--- src/rtl/hamming_defines.svh ---
// Shared Hamming geometry: number of parity bits and total codeword width for a given payload width.
// Closed form of the smallest r with 2^r >= dw + r + 1, valid for payload widths 4..57.
`ifndef HAMMING_DEFINES_SVH
`define HAMMING_DEFINES_SVH

`define HAMMING_CODE_BITS(dw) (((dw) <= 4) ? 3 : ((dw) <= 11) ? 4 : ((dw) <= 26) ? 5 : 6)
`define HAMMING_CODED_WIDTH(dw) ((dw) + `HAMMING_CODE_BITS(dw))

`endif

--- src/rtl/gray_area_package.sv ---
// Codeword layout helpers: where each payload bit lands in the 1-based codeword,
// and which payload bits feed each parity bit.
package gray_area_package;

    localparam int MAX_DATA_WIDTH = 64;

    // Position of payload bit idx, skipping the power-of-two slots that hold parity.
    function automatic int data_pos(input int idx);
        int pos;
        int seen;
        pos  = 0;
        seen = -1;
        for (int p = 1; p < 128; p++) begin
            if ((p & (p - 1)) != 0) begin
                seen++;
                if (seen == idx && pos == 0) begin
                    pos = p;
                end
            end
        end
        return pos;
    endfunction

    // Payload bits whose codeword position has bit i set.
    function automatic logic [MAX_DATA_WIDTH-1:0] parity_mask(input int dw, input int i);
        logic [MAX_DATA_WIDTH-1:0] mask;
        mask = '0;
        for (int j = 0; j < MAX_DATA_WIDTH; j++) begin
            if (j < dw && ((data_pos(j) >> i) & 1) == 1) begin
                mask[j] = 1'b1;
            end
        end
        return mask;
    endfunction

endpackage

--- src/rtl/hamming_encoder.sv ---
// Hamming parity encoder: registers the accepted payload together with its even parity bits.
// Latency 1 cycle, one result per cycle; no backpressure, every valid input is accepted.
`include "hamming_defines.svh"

module hamming_encoder
    import gray_area_package::*;
#(
    parameter int DATA_WIDTH = 8
) (
    input  logic                                      clk_i,
    input  logic                                      rst_n_i,
    input  logic [DATA_WIDTH-1:0]                     data_in_i,
    input  logic                                      valid_in_i,
    output logic [DATA_WIDTH-1:0]                     data_out_o,
    output logic [`HAMMING_CODE_BITS(DATA_WIDTH)-1:0] parity_bits_o,
    output logic                                      valid_out_o
);

    localparam int CODE_BITS   = `HAMMING_CODE_BITS(DATA_WIDTH);
    localparam int CODED_WIDTH = `HAMMING_CODED_WIDTH(DATA_WIDTH);

    logic [DATA_WIDTH-1:0] data_d,   data_q;
    logic [CODE_BITS-1:0]  parity_d, parity_q;
    logic [CODE_BITS-1:0]  parity_comb;
    logic                  valid_d,  valid_q;

    // One parity term per power-of-two codeword position.
    for (genvar i = 0; i < CODE_BITS; i++) begin : g_parity
        localparam logic [MAX_DATA_WIDTH-1:0] MASK_FULL = parity_mask(DATA_WIDTH, i);
        localparam logic [DATA_WIDTH-1:0]     MASK      = MASK_FULL[DATA_WIDTH-1:0];
        assign parity_comb[i] = ^(data_in_i & MASK);
    end

    always_comb begin
        data_d   = data_q;
        parity_d = parity_q;
        valid_d  = valid_in_i;
        if (valid_in_i) begin
            data_d   = data_in_i;
            parity_d = parity_comb;
        end
    end

    always_ff @(posedge clk_i or negedge rst_n_i) begin
        if (!rst_n_i) begin
            data_q   <= '0;
            parity_q <= '0;
            valid_q  <= 1'b0;
        end else begin
            data_q   <= data_d;
            parity_q <= parity_d;
            valid_q  <= valid_d;
        end
    end

    assign data_out_o    = data_q;
    assign parity_bits_o = parity_q;
    assign valid_out_o   = valid_q;

endmodule

--- config.mk ---
export PLATFORM = sky130hd
export DESIGN_NAME = hamming_encoder
export DESIGN_NICKNAME = d
export VERILOG_FILES = /design/src/rtl/gray_area_package.sv /design/src/rtl/hamming_encoder.sv
export VERILOG_INCLUDE_DIRS = /design/src /design/src/rtl
export SDC_FILE = /design/constraint.sdc
export NUM_CORES = 1
export LEC_CHECK = 0
export CORE_AREA = 2 2 39 41
export CTS_BUF_LIST = sky130_fd_sc_hd__clkbuf_2 sky130_fd_sc_hd__clkbuf_4 sky130_fd_sc_hd__clkbuf_8
export DETAILED_ROUTE_END_ITERATION = 6
export DIE_AREA = 0 0 41 43
export DONT_BUFFER_PORTS = 1
export GPL_ROUTABILITY_DRIVEN = 0
export MAX_ROUTING_LAYER = met4
export PLACE_DENSITY = 0.66
export SETUP_SLACK_MARGIN = 0.1
export SLEW_MARGIN = 20
export SYNTH_ARGS = -nofsm -noshare
export SYNTH_HDL_FRONTEND = slang
export SYNTH_SLANG_ARGS = --single-unit
--- constraint.sdc ---
create_clock -name clk_i -period 1.1 [get_ports clk_i]
set_clock_uncertainty 0.1 [all_clocks]
set_input_delay 0.22 -clock clk_i [delete_from_list [all_inputs] [get_ports clk_i]]
set_output_delay 0.22 -clock clk_i [all_outputs]
set_load 0.05 [all_outputs]
==> flow_metrics.py <==
metrics = {
    "synthesis": {
        "synth_top_family_by_area": "XOR/XNOR gates",
        "synth_area_um2": 578,
        "synth_top_area_cell": "dfrtp_1",
        "synth_common_cells": "dfrtp_1 (13), mux2_2 (10), xnor2_1 (7), a21oi_1 (2), nor2_1 (2)",
        "synth_fa_ha_area_share_pct": 0,
        "yosysUniqueCellTypes": 9,
        "synth-compound-area-share_pct": 1.73,
        "synth_simple_gate_area_share_pct": 1.30,
        "async_flop_share_pct": 100,
        "ys_seq_area_share_pct": 56.3,
        "synth_area_leaders": "dfrtp_1 (56%), mux2_2 (19%), xnor2_1 (11%), xnor3_2 (4.1%), xor3_1 (4.1%)",
        "yosys.area.top_type_share_pct": 56.3,
        "synth_ff_type": "dfrtp_1",
        "synth_warnings": 0,
        "ys_seq_elements": 13,
        "synth.avg_cell_area_um2": 15.2,
        "synth_xor_area_share_pct": 20.3,
        "yosysMostFrequentCell": "dfrtp_1",
        "syn-instance-count": 38,
        "synth_nets": 49,
        "synth-edff-count": 0,
        "synth_mux_area_share_pct": 19.5,
    },
    "drt": {
        "drtPass1Iterations": 4,
        "viasPerCell": 4.89,
        "drt_iter0_drc": 2,
        "drc": 0,
        "wl_per_cell_um": 16.4,
        "finalWirelength_um": 1330,
        "route.vias.total": 396,
        "drt.antenna.violating_nets": 0,
    },
    "cells_and_area": {
        "layout-drive-gt1-share_pct": 60.0,
        "fill_cells": 93,
        "diodes": 0,
        "nets": 77,
        "area_growth_pct": 61.5,
        "fin_util_pct": 67.5,
        "instances_no_fill": 81,
    },
    "clock_network": {
        "cts_tree": "done",
        "cts_max_level": 1,
        "cts_hold_buffers": 9,
        "clkLatencyLatePin_ps": 270,
        "numCtsBuffers": 3,
        "clock-sinks": 13,
        "clkTransAtPathRegs_ps": 80,
        "cts_buffer_depth": 2,
        "cts_root_buffer": "clkbuf_4",
    },
    "place": {
        "dp.cells": 67,
        "dp_hpwl_um": 909,
        "post-place-ws_ps": -141,
        "numPortBuffers": 0,
    },
    "timing": {
        "period_minus_slack_ps": 1170,
        "fin_crit_sh_pct": 106,
        "max_slew_margin_pct": 62.7,
        "setup_slack_ps": -69.8,
        "grt_setup_unrepaired": "true",
        "fmax_mhz": 855,
        "slew_violations": 0,
        "hold_viol_final": 0,
        "worstMarginPinSlew_ps": 558,
        "setup-violations-final": 13,
    },
    "pwr": {
        "power_density_nw_per_um2": 1700,
        "ir_worst_vdd_mv": 0.789,
        "p_leak_nw": 0.415,
    },
    "setup_path": {
        "startpoint_type": "flip-flop",
        "max_stage_delay_ps": 420,
        "worstPathMaxFanout": 2,
        "required_ps": 780,
        "crit_chain": "buf_6",
        "cp.arrival_ps": 850,
        "path_delay_family": "flip-flops",
        "timing.rr.end": "data_out_o[6]",
        "setup.worst_path.end_class": "primary output",
        "r2r_setup_slack_ps": 70,
        "rr_startpoint": "data_out_o[6]",
        "cp_slowest_cell": "dfrtp_2",
        "path_buf_inv": 1,
        "path_class": "reg -> out",
        "worstRegToRegCells": 2,
    },
    "worst_hold_path": {
        "hold_end": "parity_bits_o[1]",
        "min_path_type": "in -> reg",
        "holdPathStages": 1,
        "hold_start": "valid_in_i",
    },
    "floorplanning": {
        "start_util_pct": 41.8,
        "die_y_um": 43,
        "num_io_pins": 24,
        "fp.dieW_um": 41,
        "coreArea_um2": 1380,
        "dieArea_um2": 1760,
        "num_rows": 14,
    },
    "grt": {
        "overflow": 0,
        "grt_pass1_wl_um": 2010,
        "antenna_found_initial": 0,
        "grt_pass1_vias": 464,
        "grt_max_degree": 14,
        "gr-usage-all-layers_pct": 18.5,
    },
    "run_status": {
        "violations": "setup timing",
        "status": "complete, but fails checks",
    },
    "flow_run": {
        "drv_cap": 0,
    },
}
==> layout by cell type (no fill, tap or decap), types with 2 or more instances in the layout <==
cell	synthesis	layout
xnor2_1	7	6
dfrtp_2	0	8
nor2_1	2	2
dlygate4sd3_1	0	8
buf_12	0	4
mux2_2	10	9
buf_6	0	9
clkbuf_4	0	4
dfrtp_1	13	5
a21oi_1	2	2
buf_4	0	2
==> registers in the layout, indices dropped and copies added (netlist names) <==
| register | cells |
|---|---|
| parity_bits_o | 4 |
| data_out_o | 8 |
| valid_out_o | 1 |
==> where the power goes <==
| part | switching [mW] | leakage (nW) | internal, mW |
|---|---|---|---|
| Sequential | 0.0574 | 0.143 | 0.550 |
| Combinational | 0.340 | 0.254 | 0.329 |
| Clock | 0.149 | 0.0184 | 0.165 |
| Total | 0.546 | 0.415 | 1.04 |
==> worst max-delay path by stage <==
stage / start / to / slack (ps) / depth (start not counted)
final: data_out_o[6] / data_out_o[6] / -70 / 1
after global routing: data_out_o[6] / data_out_o[6] / -100 / 1
after CTS: parity_bits_o[1] / parity_bits_o[1] / -70 / 1
after detailed placement: data_in_i[5] / parity_bits_o[1] / -140 / 3
after global placement: data_in_i[4] / parity_bits_o[0] / -150 / 3
after floorplan: data_in_i[5] / parity_bits_o[1] / -100 / 3
==> metal layers <==
metal  track usage [%]  vias to the layer above  part of all wire, %
met5                 -                        -                    0
met4              8.00                        0                  1.6
met3              3.14                        2                  6.4
met2              31.3                       17                   54
met1              19.9                      195                   38
li1                  -                      182                    -
==> area by class of cell <==
type / instances / area [µm²] / share of cell area [%]
Clock buffer: 4 / 30.0 / 3.22
Multi-Input combinational cell: 24 / 259 / 27.7
Sequential cell: 13 / 335 / 35.9
Tap cell: 16 / 20.0 / 2.14
Timing Repair Buffer: 24 / 289 / 31.0
==> timing repair <==
item / in CTS / in global routing
buffers inserted: 0 / 1
resized for setup: 9 / 2
hold endpoints to repair: 23 / 3
setup endpoints to repair: 13 / 15
==> kinds of logic (layout without fill, tap and decap cells) <==
kind of cell / Yosys count / in the layout
buf+inv: 1 / 28
simple gates: 2 / 2
compound gates: 2 / 2
flops: 13 / 13
mux: 10 / 10
xor+xnor: 10 / 10
==> metrics by stage <==
step / cell area [µm²] / hold WS [ps] / power [mW] / TNS [ps]
after floorplan: 596 / -176 / 0.967 / -201
after global placement: 766 / -175 / 1.20 / -254
after detailed placement: 766 / -175 / 1.21 / -282
after CTS: 920 / -0.452 / 1.59 / -947
after global routing: 933 / -5.40 / 1.66 / -1070
final: 933 / 3.81 / 1.59 / -739
(Power assumes the default switching activity.)
==> variant (same settings) <==
Reset style: synchronous (`rst_n_i`), changed in one clocked block.
--- a/src/rtl/hamming_encoder.sv
+++ b/src/rtl/hamming_encoder.sv
@@ -41,7 +41,7 @@
         end
     end
 
-    always_ff @(posedge clk_i or negedge rst_n_i) begin
+    always_ff @(posedge clk_i) begin
         if (!rst_n_i) begin
             data_q   <= '0;
             parity_q <= '0;
Check against the original RTL: differs if rst_n_i is asserted again (counterexample within 4 cycles, from zero or initial values and one cycle with rst_n_i low); with rst_n_i held inactive, the same outputs for 10 cycles.
==> variant against the unedited design <==
The flow finishes with violations (hold timing). Sequential power decreased by 11%. Combinational power decreased by 44%. Sequential cell count unchanged. Die area unchanged. Core utilization decreased by 0.81 points. Total power decreased by 22%. Synthesized cell count increased by 45%. Worst setup slack improved by 0.073 ns. Routed wire length decreased by 1.9%. Area after synthesis increased by 1.1%. Cell area decreased by 1.2%. Critical endpoint unchanged. Largest power group is now registers.
==> variant: results (changes against the unedited design) <==
power_frac_comb_pct: 30.4  # -12 points
cts_hold_buf: 7  # -2
dp_cells: 82  # +22%
vias_per_cell: 4.98  # +1.8%
slowest_stage: "dfxtp_2"
syn_inst: 55  # +45%
failed_checks: "hold timing"
nNetsFinal: 91  # +18%
hold_viol: 1  # +1
leakagePower_nw: 0.408  # -1.8%
synthDistinctLibCells: 16  # +7
synth_area_leaders: "dfxtp_1, mux2i_1, xnor2_1"
buffers: 23  # -4.2%
largestClassByArea: "multi-input combinational cells"
clockNetworkAreaShare_pct: 3.26  # +0.039 points
multi_input_area_share_pct: 33.1  # +5.4 points
fin_setup_tns_ns: 0  # +0.739 ns
status: "finished with violations"
async_flop_share_pct: 0  # -100 points
synthTopCellsByCount: "dfxtp_1, nor2_1, mux2i_1"
regArea_um2: 277  # -18%
seq_area_frac_synth_pct: 44.5  # -12 points
bufAreaShareNonClock_pct: 31.1  # +0.11 points
total_power_mw: 1.24  # -22%
fillCellCount: 110  # +18%
inverters: 1  # +1
seq_cells: 13  # unchanged
grt_pass1_vias: 504  # +8.6%
layout-drive-gt1-share_pct: 43.0  # -17 points
dp_hpwl_um: 851  # -6.3%
vias: 473  # +19%
worstPathArrival_ns: 0.78  # -0.07 ns
grt_use_total_pct: 19.2  # +0.75 points
finalInstanceArea_um2: 922  # -1.2%
placed_cell_area_um2: 698  # -8.8%
num-multi-input-gates: 38  # +58%
worst_slew_pin_slew_ns: 0.325  # -0.233 ns
synthFlopType: "dfxtp_1"
whs_ns: -0.00177  # -0.00559 ns
place_ws_ns: 0.0109  # +0.152 ns
synth_nets: 66  # +35%
[variant: worst paths after layout]
check	start	endpoint	depth (start not counted)	slack, ns
worst max-delay path	data_out_o[6]	data_out_o[6]	1	0.003
worst min-delay path	data_in_i[0]	data_out_o[0]	2	-0.002
worst max register to register	data_out_o[6]	data_out_o[6]	3	0.22
worst min register to register	parity_bits_o[1]	parity_bits_o[1]	2	0.42
[variant: layer usage]
metal / GRT usage, % / vias up / share of wire [%]
met5: - / - / 0
met4: 14.0 / 0 / 3.9
met3: 6.81 / 6 / 5.8
li1: - / 236 / -
met2: 28.1 / 15 / 50
met1: 20.3 / 216 / 40
[variant: cell families (layout without fill, tap and decap cells)]
| logic type | count (synthesis) | after routing | synth area share [%] |
|---|---|---|---|
| compound gates | 3 | 3 | 4.71 |
| xor+xnor | 9 | 9 | 18.4 |
| buf+inv | 4 | 28 | 3.21 |
| flops | 13 | 13 | 44.5 |
| mux | 8 | 8 | 13.7 |
| simple gates | 18 | 18 | 15.4 |
